**src/rtl/uart_time_tx_if.sv**
```systemverilog
// Time-readback transmitter bus: request + time fields in, serial line and status out.
interface uart_time_tx_if;
    logic       i_req;
    logic [4:0] i_hour;
    logic [5:0] i_min;
    logic [5:0] i_sec;
    logic [6:0] i_cc;
    logic       tx;
    logic       o_busy;
    logic       o_done;

    modport master (
        output i_req, i_hour, i_min, i_sec, i_cc,
        input  tx, o_busy, o_done
    );

    modport slave (
        input  i_req, i_hour, i_min, i_sec, i_cc,
        output tx, o_busy, o_done
    );
endinterface

```
**src/rtl/uart_time_tx.sv**
```systemverilog
// Serialises a latched "HH:MM:SS.CC" time snapshot as 8N1 UART, LSB first.
// Define UART_TIME_TX_CRLF_EN to append CR LF (13 bytes instead of 11).
module uart_time_tx #(
    parameter int unsigned CLK_FREQ = 100_000_000,
    parameter int unsigned BAUD     = 9600
) (
    input  logic           clk,
    input  logic           rst,
    uart_time_tx_if.slave  bus
);
    localparam int unsigned DIV = CLK_FREQ / BAUD;
    localparam int unsigned CW  = (DIV > 1) ? $clog2(DIV) : 1;
`ifdef UART_TIME_TX_CRLF_EN
    localparam int unsigned NBYTES = 13;
`else
    localparam int unsigned NBYTES = 11;
`endif
    localparam logic [CW-1:0] BAUD_LAST = CW'(DIV - 1);
    localparam logic [3:0]    BYTE_LAST = 4'(NBYTES - 1);

    typedef enum logic [1:0] {IDLE, START, DATA, STOP} state_t;

    state_t        state_q, state_d;
    logic [CW-1:0] baud_q, baud_d;
    logic [2:0]    bit_q, bit_d;
    logic [3:0]    byte_q, byte_d;
    logic [4:0]    hour_q, hour_d;
    logic [5:0]    min_q, min_d;
    logic [5:0]    sec_q, sec_d;
    logic [6:0]    cc_q, cc_d;
    logic          tx_q, tx_d;
    logic          done_q, done_d;
    logic [7:0]    cur_byte;
    logic          bit_end;

    // Values above 99 saturate so each field always yields exactly two digits.
    function automatic logic [7:0] digit(input logic [6:0] v, input logic tens);
        logic [6:0] s;
        s = (v > 7'd99) ? 7'd99 : v;
        if (tens)
            return 8'h30 + 8'(s / 7'd10);
        else
            return 8'h30 + 8'(s % 7'd10);
    endfunction

    always_comb begin
        case (byte_q)
            4'd0:    cur_byte = digit({2'b00, hour_q}, 1'b1);
            4'd1:    cur_byte = digit({2'b00, hour_q}, 1'b0);
            4'd2:    cur_byte = 8'h3A;
            4'd3:    cur_byte = digit({1'b0, min_q}, 1'b1);
            4'd4:    cur_byte = digit({1'b0, min_q}, 1'b0);
            4'd5:    cur_byte = 8'h3A;
            4'd6:    cur_byte = digit({1'b0, sec_q}, 1'b1);
            4'd7:    cur_byte = digit({1'b0, sec_q}, 1'b0);
            4'd8:    cur_byte = 8'h2E;
            4'd9:    cur_byte = digit(cc_q, 1'b1);
            4'd10:   cur_byte = digit(cc_q, 1'b0);
            4'd11:   cur_byte = 8'h0D;
            4'd12:   cur_byte = 8'h0A;
            default: cur_byte = 8'hFF;
        endcase
    end

    assign bit_end = (baud_q == BAUD_LAST);

    // tx_d is the level for the cycle after the edge, so the line comes straight off a flop.
    always_comb begin
        state_d = state_q;
        baud_d  = baud_q;
        bit_d   = bit_q;
        byte_d  = byte_q;
        hour_d  = hour_q;
        min_d   = min_q;
        sec_d   = sec_q;
        cc_d    = cc_q;
        tx_d    = tx_q;
        done_d  = 1'b0;
        case (state_q)
            IDLE: begin
                tx_d = 1'b1;
                if (bus.i_req) begin
                    state_d = START;
                    baud_d  = '0;
                    bit_d   = '0;
                    byte_d  = '0;
                    hour_d  = bus.i_hour;
                    min_d   = bus.i_min;
                    sec_d   = bus.i_sec;
                    cc_d    = bus.i_cc;
                    tx_d    = 1'b0;
                end
            end
            START: begin
                if (bit_end) begin
                    baud_d  = '0;
                    bit_d   = '0;
                    state_d = DATA;
                    tx_d    = cur_byte[0];
                end else begin
                    baud_d = baud_q + CW'(1);
                end
            end
            DATA: begin
                if (bit_end) begin
                    baud_d = '0;
                    if (bit_q == 3'd7) begin
                        state_d = STOP;
                        tx_d    = 1'b1;
                    end else begin
                        bit_d = bit_q + 3'd1;
                        tx_d  = cur_byte[bit_q + 3'd1];
                    end
                end else begin
                    baud_d = baud_q + CW'(1);
                end
            end
            STOP: begin
                if (bit_end) begin
                    baud_d = '0;
                    if (byte_q == BYTE_LAST) begin
                        state_d = IDLE;
                        done_d  = 1'b1;
                        tx_d    = 1'b1;
                    end else begin
                        byte_d  = byte_q + 4'd1;
                        state_d = START;
                        tx_d    = 1'b0;
                    end
                end else begin
                    baud_d = baud_q + CW'(1);
                end
            end
            default: begin
                state_d = IDLE;
                tx_d    = 1'b1;
            end
        endcase
    end

    always_ff @(posedge clk or negedge rst) begin
        if (!rst) begin
            state_q <= IDLE;
            baud_q  <= '0;
            bit_q   <= '0;
            byte_q  <= '0;
            hour_q  <= '0;
            min_q   <= '0;
            sec_q   <= '0;
            cc_q    <= '0;
            tx_q    <= 1'b1;
            done_q  <= 1'b0;
        end else begin
            state_q <= state_d;
            baud_q  <= baud_d;
            bit_q   <= bit_d;
            byte_q  <= byte_d;
            hour_q  <= hour_d;
            min_q   <= min_d;
            sec_q   <= sec_d;
            cc_q    <= cc_d;
            tx_q    <= tx_d;
            done_q  <= done_d;
        end
    end

    assign bus.tx     = tx_q;
    assign bus.o_busy = (state_q != IDLE);
    assign bus.o_done = done_q;
endmodule

```
**src/flat_wrapper.sv**
```systemverilog
// flat-port wrapper written by rule: the top's interface ports become plain ports
module uart_time_tx_flat 
#(
    parameter int unsigned CLK_FREQ = 100_000_000,
    parameter int unsigned BAUD     = 9600
)
  (clk, rst, bus_i_req, bus_i_hour, bus_i_min, bus_i_sec, bus_i_cc, bus_tx, bus_o_busy, bus_o_done);
  uart_time_tx_if bus_i ();
  input  logic clk;
  input  logic rst;
  input wire logic [$bits(bus_i.i_req)-1:0] bus_i_req;
  input wire logic [$bits(bus_i.i_hour)-1:0] bus_i_hour;
  input wire logic [$bits(bus_i.i_min)-1:0] bus_i_min;
  input wire logic [$bits(bus_i.i_sec)-1:0] bus_i_sec;
  input wire logic [$bits(bus_i.i_cc)-1:0] bus_i_cc;
  output wire logic [$bits(bus_i.tx)-1:0] bus_tx;
  output wire logic [$bits(bus_i.o_busy)-1:0] bus_o_busy;
  output wire logic [$bits(bus_i.o_done)-1:0] bus_o_done;
  assign bus_i.i_req = bus_i_req;
  assign bus_i.i_hour = bus_i_hour;
  assign bus_i.i_min = bus_i_min;
  assign bus_i.i_sec = bus_i_sec;
  assign bus_i.i_cc = bus_i_cc;
  assign bus_tx = bus_i.tx;
  assign bus_o_busy = bus_i.o_busy;
  assign bus_o_done = bus_i.o_done;
  uart_time_tx #(.CLK_FREQ(CLK_FREQ), .BAUD(BAUD)) u_core (.clk(clk), .rst(rst), .bus(bus_i));
endmodule
```
**config.mk**
```make
export PLATFORM = sky130hd
export DESIGN_NAME = uart_time_tx_flat
export DESIGN_NICKNAME = d
export VERILOG_FILES = /design/src/rtl/uart_time_tx_if.sv /design/src/rtl/uart_time_tx.sv /design/src/flat_wrapper.sv
export SDC_FILE = /design/constraint.sdc
export NUM_CORES = 1
export LEC_CHECK = 0
export ABC_AREA = 1
export CAP_MARGIN = 5
export CORE_ASPECT_RATIO = 0.75
export CORE_MARGIN = 2
export CORE_UTILIZATION = 55
export DETAILED_ROUTE_END_ITERATION = 8
export PLACE_DENSITY = 0.75
export SLEW_MARGIN = 10
export SYNTH_ARGS = -nofsm -noshare
export SYNTH_HDL_FRONTEND = slang
export SYNTH_SLANG_ARGS = --single-unit
```
**constraint.sdc**
```tcl
create_clock -name clk -period 7.2 [get_ports clk]
set_input_delay 1.44 -clock clk [delete_from_list [all_inputs] [get_ports clk]]
set_output_delay 1.44 -clock clk [all_outputs]
set_load 0.05 [all_outputs]
```
; Word-level counts from Yosys, hierarchy flattened
; Index checks and enable logic that the tools add are counted.
; Widths: inputs -> output; s select.
[totals]
reg_bits = 49
in_bits = 27
output_inout_bits = 3
elab_cells = 103
[op_classes]
add_sub_neg = 11
n_div = 8
order_cmp = 4
n_eq_ne = 24
n_mux = 34
reduce_logical = 12
[op_table]
columns = cell, count
row1 = $pmux 8 s12, 1
row2 = $add 6x8->8 const A, 8
row3 = $mux 14, 2
row4 = $pmux 14 s2, 1
row5 = $div 7x4->8 const B, 3
row6 = $mod 7x4->8 const B, 3
row7 = $mux 7, 3
row8 = $eq 4x4->1 const B, 5
row9 = $eq 4x3->1 const B, 4
row10 = $add 14x1->14 const B, 1
row11 = $eq 14x14->1 const B, 1
row12 = $gt 6x7->1 const B, 2
row13 = $mux 3, 4
row14 = $mux 4, 3
row15 = $mux 1, 10
row16 = $mux 2, 5
row17 = $reduce_and 5->1, 2
row18 = $pmux 3 s3, 1
row19 = $div 5x4->8 const B, 1
row20 = $eq 4x2->1 const B, 2
row21 = $mod 5x4->8 const B, 1
row22 = $ne 2x1->1 const B, 4
row23 = $pmux 2 s4, 1
row24 = $pmux 4 s2, 1
row25 = other kinds (20), 24

; Logic depth before layout (Yosys ltp)
; Gate-level depths: netlist (run 1).
[depth]
word_depth = 10
mapped_depth = 40
depth_no_buf = 40

; Worst setup path after synthesis (run 1)
; No wires, ideal clock.
[synth_timing]
path_kind = register -> register
start = reg u_core.cc_q[6]
end = reg u_core.tx_q, in the netlist u_core.bus.tx
setup_time_ps = 75
arrival_time_ps = 3587
required_ps = 7125
path_slack_ps = 3537
stages_incl_launch_ff = 35
path_buffers = 0
period_less_slack_ps = 3663
cell_sequence = dfrtp_1 > nand2_1 > inv_2 > nor2_1 > ha_1 > nand2_1 > nor2_2 > nand4_4 > nand3_2 > nand2_4 > ha_1 > inv_1 > nand2_1 > xor2_1 > nand2_2 > nand3_2 > nor2_4 > nand4_1 > and2_1 > ha_1 > or2_4 > nand2_1 > nand2_1 > nand2_1 > nor2_2 > nor2_2 > nand2_1 > nand3_1 > nand2_1 > nand2_1 > nand2_1 > nand2_1 > nand2_1 > nand2_1 > nand2_1
[synth_via]
elab_chain_len = 10
elab_cells_between_ends = 13
cone_classes = add/sub (2) / div (2) / order compare (1) / mux (8)
[synth_lines]
columns = element, line
row1 = "start, declared", uart_time_tx.sv:30  ; logic [6:0] cc_q, cc_d;
row2 = "start signal, assigned", uart_time_tx.sv:150  ; cc_q <= '0;
row3 = "start signal, assigned", uart_time_tx.sv:161  ; cc_q <= cc_d;
row4 = $gt 7x7->1, uart_time_tx.sv:39  ; s = (v > 7'd99) ? 7'd99 : v;
row5 = $mux 7 *, uart_time_tx.sv:39
row6 = $mod 7x4->8 / $div 7x4->8 (equally long branches), n/a
row7 = $add 6x8->8 (on tied branches), n/a
row8 = $pmux 8 s12 *, uart_time_tx.sv:47  ; case (byte_q)
row9 = $bmux 1 s3, uart_time_tx.sv:112  ; tx_d = cur_byte[bit_q + 3'd1];
row10 = $mux 1 (not written as such), uart_time_tx.sv:112
row11 = $mux 1, uart_time_tx.sv:107  ; if (bit_q == 3'd7) begin
row12 = $mux 1, uart_time_tx.sv:105  ; if (bit_end) begin
row13 = $pmux 1 s4 *, uart_time_tx.sv:79  ; case (state_q)
row14 = "end signal, assigned", uart_time_tx.sv:162  ; tx_q <= tx_d;
row15 = "end, declared", uart_time_tx.sv:31  ; logic tx_q, tx_d;
; Every way passes the cells marked *; elsewhere a longest branch is shown, timed or not. The select of a mux whose other input is x is not followed.
; A chain may end at the register's enable or synchronous reset.

; Final worst setup path (run 1)
; Ends and elaborated chain as after synthesis.

==> run metrics, run 1 <==
post-placement cell count 731; total negative slack 0 ps; Fin Clk Skew 4.961 ps; number of global-route vias before repair 3634; number of flops mapped to enable cells by yosys 0; core area 7432 µm²; sequential share of the synthesized area 28.83%; via count 3909; r2r worst-path depth 36; FF+latch count, synth 49; Clock Sinks 49; hpwl dp 7573 µm; RSZ-0062 raised after global routing false; Fill cells 683; clk root buf clkbuf_8; Synth top cells by count 115 x nand2_1, 104 x inv_1, 67 x nor2_1, 51 x a21oi_1, 48 x dfrtp_1; Fmax achieved 244.0 MHz; Skew-Pair Late Insertion Delay 310 ps; GP Congestion 0.8965; CP max stage delay 430 ps; Main synth FF type dfrtp_1; CP max FO 5; Num CTS Buffers 5; CP arrival 4350 ps; starting density of the core 57.29%; num rows 27; Unique masters post-synth 46; count of pins over their slew limit 0; async set or reset register ratio after synthesis 100.0%; Cell Pwr Density 100.1 nW/µm²; Hold Crit Depth 2; net count after synthesis 654; max_cap viols 0; crit-path most repeated cell nand2_1; post-layout power 476.6 µW; wire per inst 13.07 µm; top cells by area, synth dfrtp_1 28%, nand2_1 10%, inv_1 9.2%; Slew headroom 56.03%; drc violations 0; global-route wire length before repair 16770 µm; largest net degree at the start of global routing 50; critical path capture point type flip-flop; final setup violation count 0; GRT overflow 0; post-synth top area cell dfrtp_1; H-tree levels 2; Leak 0.002382 µW; die area 8469 µm²; Period minus WS final 4098 ps; Worst VDD drop 0.0001181 V; initial antenna violation count 0; post-DR vias/cell 5.290; I/O Pins 30; port bufs 29; DIE WIDTH 105.6 µm; final clock period utilization by the worst path 56.92%; Yosys warnings 0; status completed; post_cts resized 0; count of final hold-check violations 0; final wirelength 9662 µm; Post-CTS Setup Inserts 0; fin cells 739; initial drt markers 281; die boundary height 80.20 µm; n_diodes 0; Worst-Margin Slew 659.5 ps; Crit-path slowest cell dfrtp_1; Routed Antenna Nets 0; layout cells sized above 1 12.07%; top-count cell post-synth nand2_1; clock tree from TritonCTS built; synthesis-to-finish area growth 11.81%; Hold Path Class reg2reg; critical path class reg2reg; clock slew at reported path FFs 100 ps; Avg Inst Size Synth 7.038 µm²; Final nets 686; Total GRT Usage 24.45%; post-synthesis cell count 605; Critical Path RT 7460 ps; Clock Path Buffers 2; Post-CTS Hold Fix Bufs 0; Synth Cell Area 4258 µm²; post-synth top area share 28.21%; Pre-antenna DRT Iters 5; Critical Path Source Type flip-flop
[metal layers]
metal  track usage, %  routed length [µm]  vias up
met2            35.94                3959      104
met4            6.447                 127        0
met1            36.41                4990     1775
li1                 -                   -     2020
met3            5.032                 585       10
met5                0                   0        -
[final timing paths]
check	from	slack, ps	endpoint
min reg2reg	u_core.bus.tx	490	u_core.bus.tx
max reg2reg	u_core.cc_q[6]	3100	u_core.bus.tx
max	u_core.cc_q[6]	3100	u_core.bus.tx
min in group asynchronous	rst	1240	u_core.cc_q[2]
max in group asynchronous	rst	5530	u_core.baud_q[9]
min	u_core.bus.tx	490	u_core.bus.tx
[cell usage in the layout, fill, tap and decap left out, drive strengths merged, types with 6 or more instances in the layout]
cell           instances
xor2                   8
nor3                   7
nand4                  6
dfrtp                 48
nand3                 53
nor2                  75
nand2                138
inv                  114
ha                    22
clkdlybuf4s50         28
clkbuf                 6
o21ai                 30
o22ai                  7
a21oi                 54
mux2                   6
[kinds of logic after synthesis]
group                    synth area share [%]
XOR/XNOR                                2.234
flip-flops                              28.83
buffers and inverters                   10.55
multiplexers                            1.822
AO/OA/AOI/OAI                           15.87
adder cells (fa/ha/maj)                 6.465
AND/OR/NAND/NOR                         34.23
[area by class of cell]
| class | instances | area, µm² | area share [%] |
|---|---|---|---|
| multi-input cells | 437 | 2581 | 54.22 |
| flip-flops and latches | 49 | 1227 | 25.78 |
| inverters | 113 | 426.7 | 8.962 |
| repair buffers | 31 | 300.3 | 6.307 |
| well taps | 101 | 126.4 | 2.654 |
| clock buffers | 6 | 82.58 | 1.735 |
| clock inverters | 2 | 16.27 | 0.3417 |
[state kept, by name, indices dropped and copies added, names as in the netlist, 2 cells and up]
name            flops
u_core.baud_q      14
u_core.cc_q         7
u_core.min_q        6
u_core.sec_q        6
u_core.hour_q       5
u_core.byte_q       4
u_core.bit_q        3
u_core.state_q      2
[critical path: cells and delay by family (launching register included)]
kind,cells,cell delay (ps)
simple gates,29,2800
fa+ha+maj,3,550
flops,1,430
xor+xnor,1,160
buf+inv,3,150
[stage by stage]
stage	setup slack [ps]	hold WS (ps)	utilization, %	area [µm²]
finish	3102	490.9	64.06	4761
global route	2589	529.3	64.06	4761
CTS	3115	492.3	64.06	4761
detailed placement	3158	478.0	62.73	4662
global placement	3345	461.6	62.73	4662
floorplan	3537	457.0	-	4258
[where the power goes]
group	switching, µW	total, µW	internal [µW]
clock	103	182	79.4
combinational	7.41	19.7	12.3
sequential	0	275	275
Power figures use the tool's default switching activity.
==> run 2, diff against run 1 <==
Clock period 7.2 ns to 3.9 ns, I/O delays scaled along.
==> run 2 against run 1 <==
Clock-buffer cell count shrank 1. Flip-flop and latch count is the same. Non-clock buffer count grew 16. Worst setup slack lost 3100 ps. Hold slack lost 68 ps. Register-to-register slack lost 3100 ps. Die area is the same. Final area grew 5.9%. Critical path depth grew 1. Critical endpoint unchanged. Largest cell class unchanged.
==> run metrics, run 2 (synthesized netlist as in run 1, its figures left out) <==
clock tree from TritonCTS built; number of global-route vias before repair 3813; Cell Pwr Density 181.6 nW/µm²; Worst VDD drop 0.0001317 V; clk root buf clkbuf_8; critical path class reg2reg; Reg power frac 55.5%; Crit-path slowest cell dfrtp_1; max_cap viols 0; GRT overflow 0; commonest non-fill, non-tap cell in the layout nand2_1; Sequential Area 1227 µm²; port bufs 29; count of pins over their slew limit 0; I/O Pins 30; area of the multi-input gates 2731 µm²; largest net degree at the start of global routing 31; Leak 0.002475 µW; Slew headroom 34.01%; final wirelength 10510 µm; Clock Sinks 49; most frequent cells in the layout 108 x nand2_1, 102 x inv_1, 62 x nor2_1; Routed Antenna Nets 0; hpwl dp 8010 µm; post-placement cell count 734; crit-path most repeated cell nand2_1; core area 7432 µm²; Critical Path RT 4150 ps; CP max stage delay 390 ps; clock share of power 40.5%; count of final hold-check violations 0; Critical Path Source Type flip-flop; internal reg-to-reg setup slack 30 ps; wire per inst 13.94 µm; Skew-Pair Late Insertion Delay 310 ps; Fin Clk Skew 9.226 ps; Fmax achieved 258.3 MHz; P_sw 194.6 µW; reg-to-reg startpoint u_core.cc_q[5]; synthesis-to-finish area growth 18.37%; Total GRT Usage 24.79%; Largest register FFs 14; Internal 720.6 µW; die area 8469 µm²; DIE WIDTH 105.6 µm; Setup crit end u_core.bus.tx; Critical path origin u_core.cc_q[5]; final setup violation count 0; fin cells 754; initial antenna violation count 0; Most flops, register u_core.baud_q; via count 4083; Pre-antenna DRT Iters 5; Post-CTS Hold Fix Bufs 0; total negative slack 0 ps; post-DR vias/cell 5.415; r2r worst-path depth 37; Worst-Margin Slew 987.5 ps; global-route wire length before repair 17040 µm; GP Congestion 0.9200; initial drt markers 255; drc violations 0; Fill cells 661; num rows 27; H-tree levels 2; Period minus WS final 3872 ps; RSZ-0062 raised after global routing true; n_diodes 0; layout cells sized above 1 17.92%; critical path capture point type flip-flop; CP arrival 4120 ps; CP max FO 4; Gate power share 4.0%; Num CTS Buffers 5; post-layout power 915.2 µW; Clock Path Buffers 2; Hold Path Class in2async; clock slew at reported path FFs 100 ps; final clock period utilization by the worst path 99.27%; starting density of the core 57.29%; die boundary height 80.20 µm; switching share of power 21.27%; capture point of the worst reg-to-reg path u_core.bus.tx; Final nets 702; status completed; biggest regs u_core.baud_q: 14 flops, u_core.cc_q: 7 flops
-- run 2: repair_timing --
item,4_1_cts,5_1_grt
endpoints found under the setup margin,1,1
hold endpoints to repair,0,0
pin swaps,1,33
buffers inserted,2,11
gates resized for setup,2,35
-- run 2: power groups by stage --
stage / sequential [µW] / clock (µW) / combinational (µW)
6_report: 508 / 371 / 36.7
5_1_grt: 508 / 402 / 40.9
4_1_cts: 508 / 378 / 37.6
3_5_place_dp: 518 / 0 / 37.5
3_3_place_gp: 518 / 0 / 37.1
2_1_floorplan: 518 / 0 / 0.173
-- run 2: critical path: cells and delay by family, from the launching register on --
kind	cells	cell delay, ps
adder cells (fa/ha/maj)	3	470
buffers and inverters	3	150
XOR/XNOR	1	140
flip-flops	1	390
AND/OR/NAND/NOR	30	2610
-- run 2: worst min-delay path by stage --
| stage | slack [ps] | endpoint | cells after the start |
|---|---|---|---|
| 3_5_place_dp | 460 | u_core.bus.tx | 2 |
| 4_1_cts | 430 | u_core.hour_q[0] | 1 |
| 2_1_floorplan | 460 | u_core.bit_q[1] | 2 |
| 6_report | 420 | u_core.hour_q[0] | 1 |
| 3_3_place_gp | 460 | u_core.bus.tx | 2 |
| 5_1_grt | 450 | u_core.cc_q[5] | 1 |
-- run 2: stage by stage --
stage	hold WS, ps	util, %	worst slack [ps]	area [µm²]
floorplan	457.0	-	237.4	4258
global placement	459.8	63.03	178.7	4684
detailed placement	457.9	63.03	-87.92	4684
CTS	434.0	64.75	4.982	4812
global route	453.0	67.81	-202.5	5040
finish	422.5	67.81	28.43	5040
-- run 2: layer usage --
layer	up-vias	routed length [µm]	share of wire, %	track usage [%]
li1	2052	-	-	-
met1	1910	5064	48	34.78
met2	105	4720	45	40.71
met3	16	593	5.6	4.302
met4	0	132	1.3	4.605
met5	-	0	0	0
-- run 2: final cells by class --
cell class,count,share of cell area (%)
tap,101,2.507
clock buffer,5,1.365
inverter,113,8.466
clock inverter,2,0.7696
timing repair buffer,47,8.342
sequential,49,24.35
multi-input combinational,437,54.20
==> run 3, diff against run 2 <==
Settings changed: CAP_MARGIN 5 to not set.
==> results of run 3 <==
Same layout as run 2: the final DEF is identical, and so are final timing and power.
